<file path="src/rtl/cv32e40p_pkg.sv">
// Shared types and constants for the fault-tolerant EX-stage blocks.
// Replica health states and TMR lane geometry.
package cv32e40p_pkg;

    localparam int FT_N_LANES   = 3;
    localparam int FT_SPARE_IDX = 3;

    typedef enum logic [2:0] {
        FTM_NORMAL,
        FTM_SWAP_WAIT,
        FTM_SPARE_USED,
        FTM_DEGRADED,
        FTM_FAILED
    } ft_mgr_state_e;

endpackage

</file>
<file path="src/rtl/cv32e40p_ft_leaky_counter.sv">
// Saturating leaky-bucket error counter for one multiplier replica.
// Errors add INC up to CNT_MAX, clean samples remove DEC down to zero.
module cv32e40p_ft_leaky_counter #(
    parameter int CNT_MAX = 255,
    parameter int INC     = 1,
    parameter int DEC     = 2
) (
    input  logic                         clk,
    input  logic                         rst_n,
    input  logic                         en,
    input  logic                         err,
    input  logic                         clr,
    output logic [$clog2(CNT_MAX+1)-1:0] cnt_o
);

    localparam int CW = $clog2(CNT_MAX + 1);

    logic [CW:0]   inc_sum;
    logic [CW-1:0] inc_val;
    logic [CW-1:0] dec_val;

    assign inc_sum = {1'b0, cnt_o} + (CW+1)'(INC);
    assign inc_val = (inc_sum >= (CW+1)'(CNT_MAX)) ? CW'(CNT_MAX)
                                                   : inc_sum[CW-1:0];
    assign dec_val = (cnt_o >= CW'(DEC)) ? cnt_o - CW'(DEC) : '0;

    // Clear wins; otherwise leak or fill on qualified samples.
    always_ff @(posedge clk or negedge rst_n) begin
        if (!rst_n) begin
            cnt_o <= '0;
        end else if (clr) begin
            cnt_o <= '0;
        end else if (en) begin
            cnt_o <= err ? inc_val : dec_val;
        end
    end

endmodule

</file>
<file path="src/rtl/cv32e40p_ft_replica_mgr.sv">
// Health manager for the TMR multiplier with one cold spare.
// Tracks replica errors, retires faulty replicas and steers voter lanes.
module cv32e40p_ft_replica_mgr
    import cv32e40p_pkg::*;
#(
    parameter int CNT_MAX  = 255,
    parameter int THRESH   = 100,
    parameter int INC      = 1,
    parameter int DEC      = 2,
    parameter bit SPARE_EN = 1'b1
) (
    input  logic       clk,
    input  logic       rst_n,
    input  logic       valid_i,
    input  logic       busy_i,
    input  logic [2:0] err_lane_i,
    input  logic       clear_i,
    output logic [2:0] sel_mux_o,
    output logic [3:0] clock_en_o,
    output logic [3:0] perm_fault_o,
    output logic       swap_done_o,
    output logic       degraded_o,
    output logic       failed_o
);

    localparam int CW = $clog2(CNT_MAX + 1);

    ft_mgr_state_e state;
    logic [1:0]    swap_lane;
    logic [CW-1:0] cnt [FT_SPARE_IDX+1];
    logic [1:0]    lane_rep [FT_N_LANES];
    logic [3:0]    cnt_en;
    logic [3:0]    cnt_err;
    logic [3:0]    cnt_clr;
    logic          swap_go;
    logic          hit;
    logic [1:0]    hit_lane;
    logic [1:0]    hit_rep;

    for (genvar i = 0; i < FT_N_LANES; i++) begin : g_map
        assign lane_rep[i] = sel_mux_o[i] ? 2'(i) : 2'(FT_SPARE_IDX);
    end

    assign swap_go = (state == FTM_SWAP_WAIT) && !busy_i;
    assign cnt_clr = {4{clear_i}} | {swap_go, 3'b000};

    // Route each lane's error flag to whichever replica currently feeds it.
    always_comb begin
        cnt_en  = '0;
        cnt_err = '0;
        for (int i = 0; i < FT_N_LANES; i++) begin
            if (valid_i && state != FTM_FAILED
                && !perm_fault_o[lane_rep[i]]) begin
                cnt_en[lane_rep[i]]  = 1'b1;
                cnt_err[lane_rep[i]] = err_lane_i[i];
            end
        end
    end

    for (genvar r = 0; r <= FT_SPARE_IDX; r++) begin : g_cnt
        cv32e40p_ft_leaky_counter #(
            .CNT_MAX (CNT_MAX),
            .INC     (INC),
            .DEC     (DEC)
        ) u_cnt (
            .clk   (clk),
            .rst_n (rst_n),
            .en    (cnt_en[r]),
            .err   (cnt_err[r]),
            .clr   (cnt_clr[r]),
            .cnt_o (cnt[r])
        );
    end

    // Threshold hit on an active healthy replica; lowest lane wins.
    always_comb begin
        hit      = 1'b0;
        hit_lane = '0;
        for (int i = FT_N_LANES - 1; i >= 0; i--) begin
            if (cnt[lane_rep[i]] >= CW'(THRESH)
                && !perm_fault_o[lane_rep[i]]) begin
                hit      = 1'b1;
                hit_lane = 2'(i);
            end
        end
    end

    assign hit_rep = lane_rep[hit_lane];

    // Health FSM with registered steering and status outputs.
    always_ff @(posedge clk or negedge rst_n) begin
        if (!rst_n) begin
            state        <= FTM_NORMAL;
            swap_lane    <= '0;
            sel_mux_o    <= 3'b111;
            clock_en_o   <= 4'b0111;
            perm_fault_o <= '0;
            swap_done_o  <= 1'b0;
            degraded_o   <= 1'b0;
            failed_o     <= 1'b0;
        end else if (clear_i) begin
            state        <= FTM_NORMAL;
            swap_lane    <= '0;
            sel_mux_o    <= 3'b111;
            clock_en_o   <= 4'b0111;
            perm_fault_o <= '0;
            swap_done_o  <= 1'b0;
            degraded_o   <= 1'b0;
            failed_o     <= 1'b0;
        end else begin
            swap_done_o <= 1'b0;
            unique case (state)
                FTM_NORMAL: begin
                    if (hit) begin
                        if (SPARE_EN) begin
                            state                    <= FTM_SWAP_WAIT;
                            swap_lane                <= hit_lane;
                            clock_en_o[FT_SPARE_IDX] <= 1'b1;
                        end else begin
                            state                 <= FTM_DEGRADED;
                            perm_fault_o[hit_rep] <= 1'b1;
                            degraded_o            <= 1'b1;
                        end
                    end
                end
                FTM_SWAP_WAIT: begin
                    if (!busy_i) begin
                        state                   <= FTM_SPARE_USED;
                        sel_mux_o[swap_lane]    <= 1'b0;
                        clock_en_o[swap_lane]   <= 1'b0;
                        perm_fault_o[swap_lane] <= 1'b1;
                        swap_done_o             <= 1'b1;
                    end
                end
                FTM_SPARE_USED: begin
                    if (hit) begin
                        state                 <= FTM_DEGRADED;
                        perm_fault_o[hit_rep] <= 1'b1;
                        degraded_o            <= 1'b1;
                    end
                end
                FTM_DEGRADED: begin
                    if (hit) begin
                        state                 <= FTM_FAILED;
                        perm_fault_o[hit_rep] <= 1'b1;
                        failed_o              <= 1'b1;
                    end
                end
                FTM_FAILED: begin
                end
                default: state <= FTM_FAILED;
            endcase
        end
    end

endmodule
</file>
<file path="config.mk">
export PLATFORM = sky130hd
export DESIGN_NAME = cv32e40p_ft_replica_mgr
export DESIGN_NICKNAME = d
export VERILOG_FILES = /design/src/rtl/cv32e40p_pkg.sv /design/src/rtl/cv32e40p_ft_leaky_counter.sv /design/src/rtl/cv32e40p_ft_replica_mgr.sv
export SDC_FILE = /design/constraint.sdc
export NUM_CORES = 1
export LEC_CHECK = 0
export BUFFER_PORTS_ARGS = -buffer_cell sky130_fd_sc_hd__clkbuf_2
export CORE_ASPECT_RATIO = 0.5
export CORE_MARGIN = 4
export CORE_UTILIZATION = 55
export CTS_CLUSTER_DIAMETER = 60
export DETAILED_ROUTE_END_ITERATION = 6
export GPL_TIMING_DRIVEN = 1
export PLACE_DENSITY = 0.73
export SKIP_LAST_GASP = 1
export SLEW_MARGIN = 20
export SYNTH_ARGS = -nofsm -noshare
export SYNTH_HDL_FRONTEND = slang
export SYNTH_HIERARCHICAL = 1
export SYNTH_SLANG_ARGS = --single-unit
</file>
<file path="constraint.sdc">
create_clock -name clk -period 3.05 [get_ports clk]
set_input_delay 0.305 -clock clk [delete_from_list [all_inputs] [get_ports clk]]
set_output_delay 0.305 -clock clk [all_outputs]
set_load 0.02 [all_outputs]
</file>
==> impl_metrics.yaml <==
logic_synthesis:
  ys_types: 56
  netlist_area_sq_um: 4340
  avgSynthCellArea_sq_um: 8.17
  ys_ff_latch: 51
  ys_warn_count: 6
  syn_inst: 531
  ys.flop_type: "dfrtp_1"
  async_flop_share: 1.00
  seq_area_frac_synth: 0.296
  synth_edf_count: 0
  syn_nets: 555
worst_setup_path:
  critPathLaunchType: "register"
  required_ps: 3240
  cp.arrival_ps: 3010
  reg2reg_to: "g_cnt[2].u_cnt/cnt_o[2]"
  regToRegSetupSlack_ps: 230
  worst-path-max-fanout: 17
  crit_type: "reg2reg"
  crit_path_end_kind: "register"
  r2r-start: "state[2]"
  ff2ff_path_depth: 7
timing:
  final_max_slew_viol_count: 0
  final.setup_skew_ps: 7.76
  rsz0062_at_grt: "no"
  worstMarginPinSlew_ps: 1040
  setup_violations: 0
  hold_viol_final: 0
  whs_ps: 231
  period_share: 0.926
  fin_tns_setup_ps: 0
  fmax_mhz: 354
  finalCriticalPeriod_ps: 2820
  slew_headroom: 0.299
layout:
  post-route-util: 0.620
  num-nets-final: 560
  final_common_cell: "nand2_1"
  n_antenna_cell: 0
  syn2layout_area_growth_pct: 6.98
  layout-drive-gt1-share: 0.143
  stdcell_area_sq_um: 4640
  fillCellCount: 690
  fin_cells: 645
  layout_common_cells: "nand2_1, nor2_1, dfrtp_1, a21oi_1, o21ai_0"
power_and_ir_drop:
  power.leakage_nw: 1.82
  power_frac_seq: 0.350
  power_switching_mw: 1.26
  p_comb_frac: 0.439
  internal_power_mw: 1.77
  pwr_density_cell_nw_per_um2: 654
  irDropWorstVdd_v: 0.000337
  power_frac_clock: 0.211
  p_sw_frac: 0.415
drt:
  drt_iter0_markers: 458
  ant_nets: 0
  vias: 4069
  vias_per_cell: 6.31
  wl_um: 10600
  routedWlPerCell_um: 16.4
  firstDrtPassIters: 5
  drc: 0
floorplan:
  initial_core_util: 0.579
  boundaryPins: 22
  floorplan.die.height_um: 70.8
  core_area_sq_um: 7490
  rows: 22
  die_area_sq_um: 9460
  chipWidth_um: 134
min_path:
  hold_start: "busy_i"
  hold_class: "in2reg"
  hold_end: "swap_done_o"
  hold_path_depth: 2
clock_tree:
  cts_tree: "yes"
  clk_path_buf_depth: 2
  htree_levels: 2
  insertion_delay_ps: 290
  cts_buffers: 5
  clk_pin_slew_ps: 70
  clock_sinks: 51
  cts-root-buf: "clkbuf_16"
place:
  io_buffers: 21
  gp_congestion: 0.911
  place_area_sq_um: 4470
  hpwl_um: 7210
  place_inst: 636
job:
  max_cap_violations: 0
grt:
  grt_overflow_total: 0
  grt_pass1_wl_um: 18000
  antenna_found_initial: 0
  grt_max_degree: 23
  grt_pass1_vias: 3589
  grt_usage: 0.226
run_status:
  outcome: "completed"
critical path: stages (launching register included):
cell and delay, ps:
dfrtp_1 460, inv_1 80, o31ai_1 830, nor2_1 150
and2_1 400, a31oi_2 370, a221oi_1 150, a211oi_1 280
how the worst max path moves through the flow:
stage                             from                       to  slack [ps]  cells after the start
final                         state[2]  g_cnt[2].u_cnt/cnt_o[2]         230                      7
after global routing          state[2]  g_cnt[2].u_cnt/cnt_o[2]          40                      7
after floorplan           sel_mux_o[2]  g_cnt[2].u_cnt/cnt_o[6]         650                      9
after global placement        state[2]  g_cnt[2].u_cnt/cnt_o[1]         390                      7
after detailed placement      state[2]  g_cnt[2].u_cnt/cnt_o[2]         270                      7
after CTS                     state[2]  g_cnt[2].u_cnt/cnt_o[2]         230                      7
registers in the layout, summed over array words and instances (netlist names):
signal / flops
degraded_o: 1
failed_o: 1
perm_fault_o: 4
swap_lane: 2
state: 3
g_cnt.u_cnt/cnt_o: 32
sel_mux_o: 3
clock_en_o: 4
swap_done_o: 1
Yosys cell counts (6+ instances only):
library cell / instances / share of area
a211oi_1: 8 / 0.014
a21oi_1: 39 / 0.045
a221oi_1: 12 / 0.024
a31oi_1: 10 / 0.014
and2_1: 6 / 0.0087
buf_2: 13 / 0.015
clkbuf_1: 10 / 0.0087
dfrtp_1: 45 / 0.26
dfstp_2: 6 / 0.036
ha_1: 16 / 0.046
inv_1: 29 / 0.025
mux2i_1: 9 / 0.021
nand2_1: 57 / 0.049
nand2b_1: 11 / 0.016
nand3_1: 15 / 0.017
nand4_1: 8 / 0.012
nor2_1: 45 / 0.039
nor3_1: 13 / 0.015
o21ai_0: 31 / 0.036
o21bai_1: 14 / 0.024
o31a_1: 9 / 0.018
or3_1: 9 / 0.013
xnor2_1: 8 / 0.016
final cells by class:
| cell class | instances | area (sq um) | share of cell area |
|---|---|---|---|
| clock buffer | 7 | 133 | 0.0286 |
| clock inverter | 1 | 30.0 | 0.00647 |
| inverter | 34 | 128 | 0.0275 |
| multi-input combinational | 412 | 2740 | 0.591 |
| sequential | 51 | 1280 | 0.277 |
| tap | 108 | 135 | 0.0291 |
| timing repair buffer | 32 | 190 | 0.0410 |
repair_timing:
| item | CTS | global route |
|---|---|---|
| buffers inserted | 0 | 0 |
| hold buffers | 1 | 0 |
| setup endpoints to repair | 0 | 0 |
| endpoints found under the hold margin | 12 | 0 |
| resized for setup | 0 | 0 |
power groups by stage:
stage	Sequential (mW)	Clock [mW]	Combinational, mW
6_report	1.06	0.641	1.33
3_5_place_dp	1.07	0	1.30
4_1_cts	1.05	0.653	1.31
3_3_place_gp	1.07	0	1.29
2_1_floorplan	0.928	0	1.18
5_1_grt	1.09	0.693	1.47
per-stage QoR:
step	power [mW]	worst slack (ps)
after global routing	3.26	44.7
after detailed placement	2.37	270
after floorplan	2.11	653
after global placement	2.36	390
final	3.03	227
after CTS	3.02	229
cell families (layout without fill, tap and decap cells):
kind of cell    after synthesis  after routing  share of synthesized area
simple gates                197            197                      0.251
compound gates              182            182                      0.298
buf+inv                      68             74                     0.0721
flops                        51             51                      0.296
fa+ha+maj                    16             16                     0.0461
mux                           9              9                     0.0208
xor+xnor                      8              8                     0.0162
per-layer routing:
layer / up-vias / part of all wire / global-route usage
li1: 1988 / - / -
met1: 1941 / 0.49 / 0.336
met2: 134 / 0.44 / 0.347
met3: 6 / 0.055 / 0.0419
met4: 0 / 0.0070 / 0.0399
met5: - / 0 / 0
No activity file was read; power rests on OpenSTA's default activity.
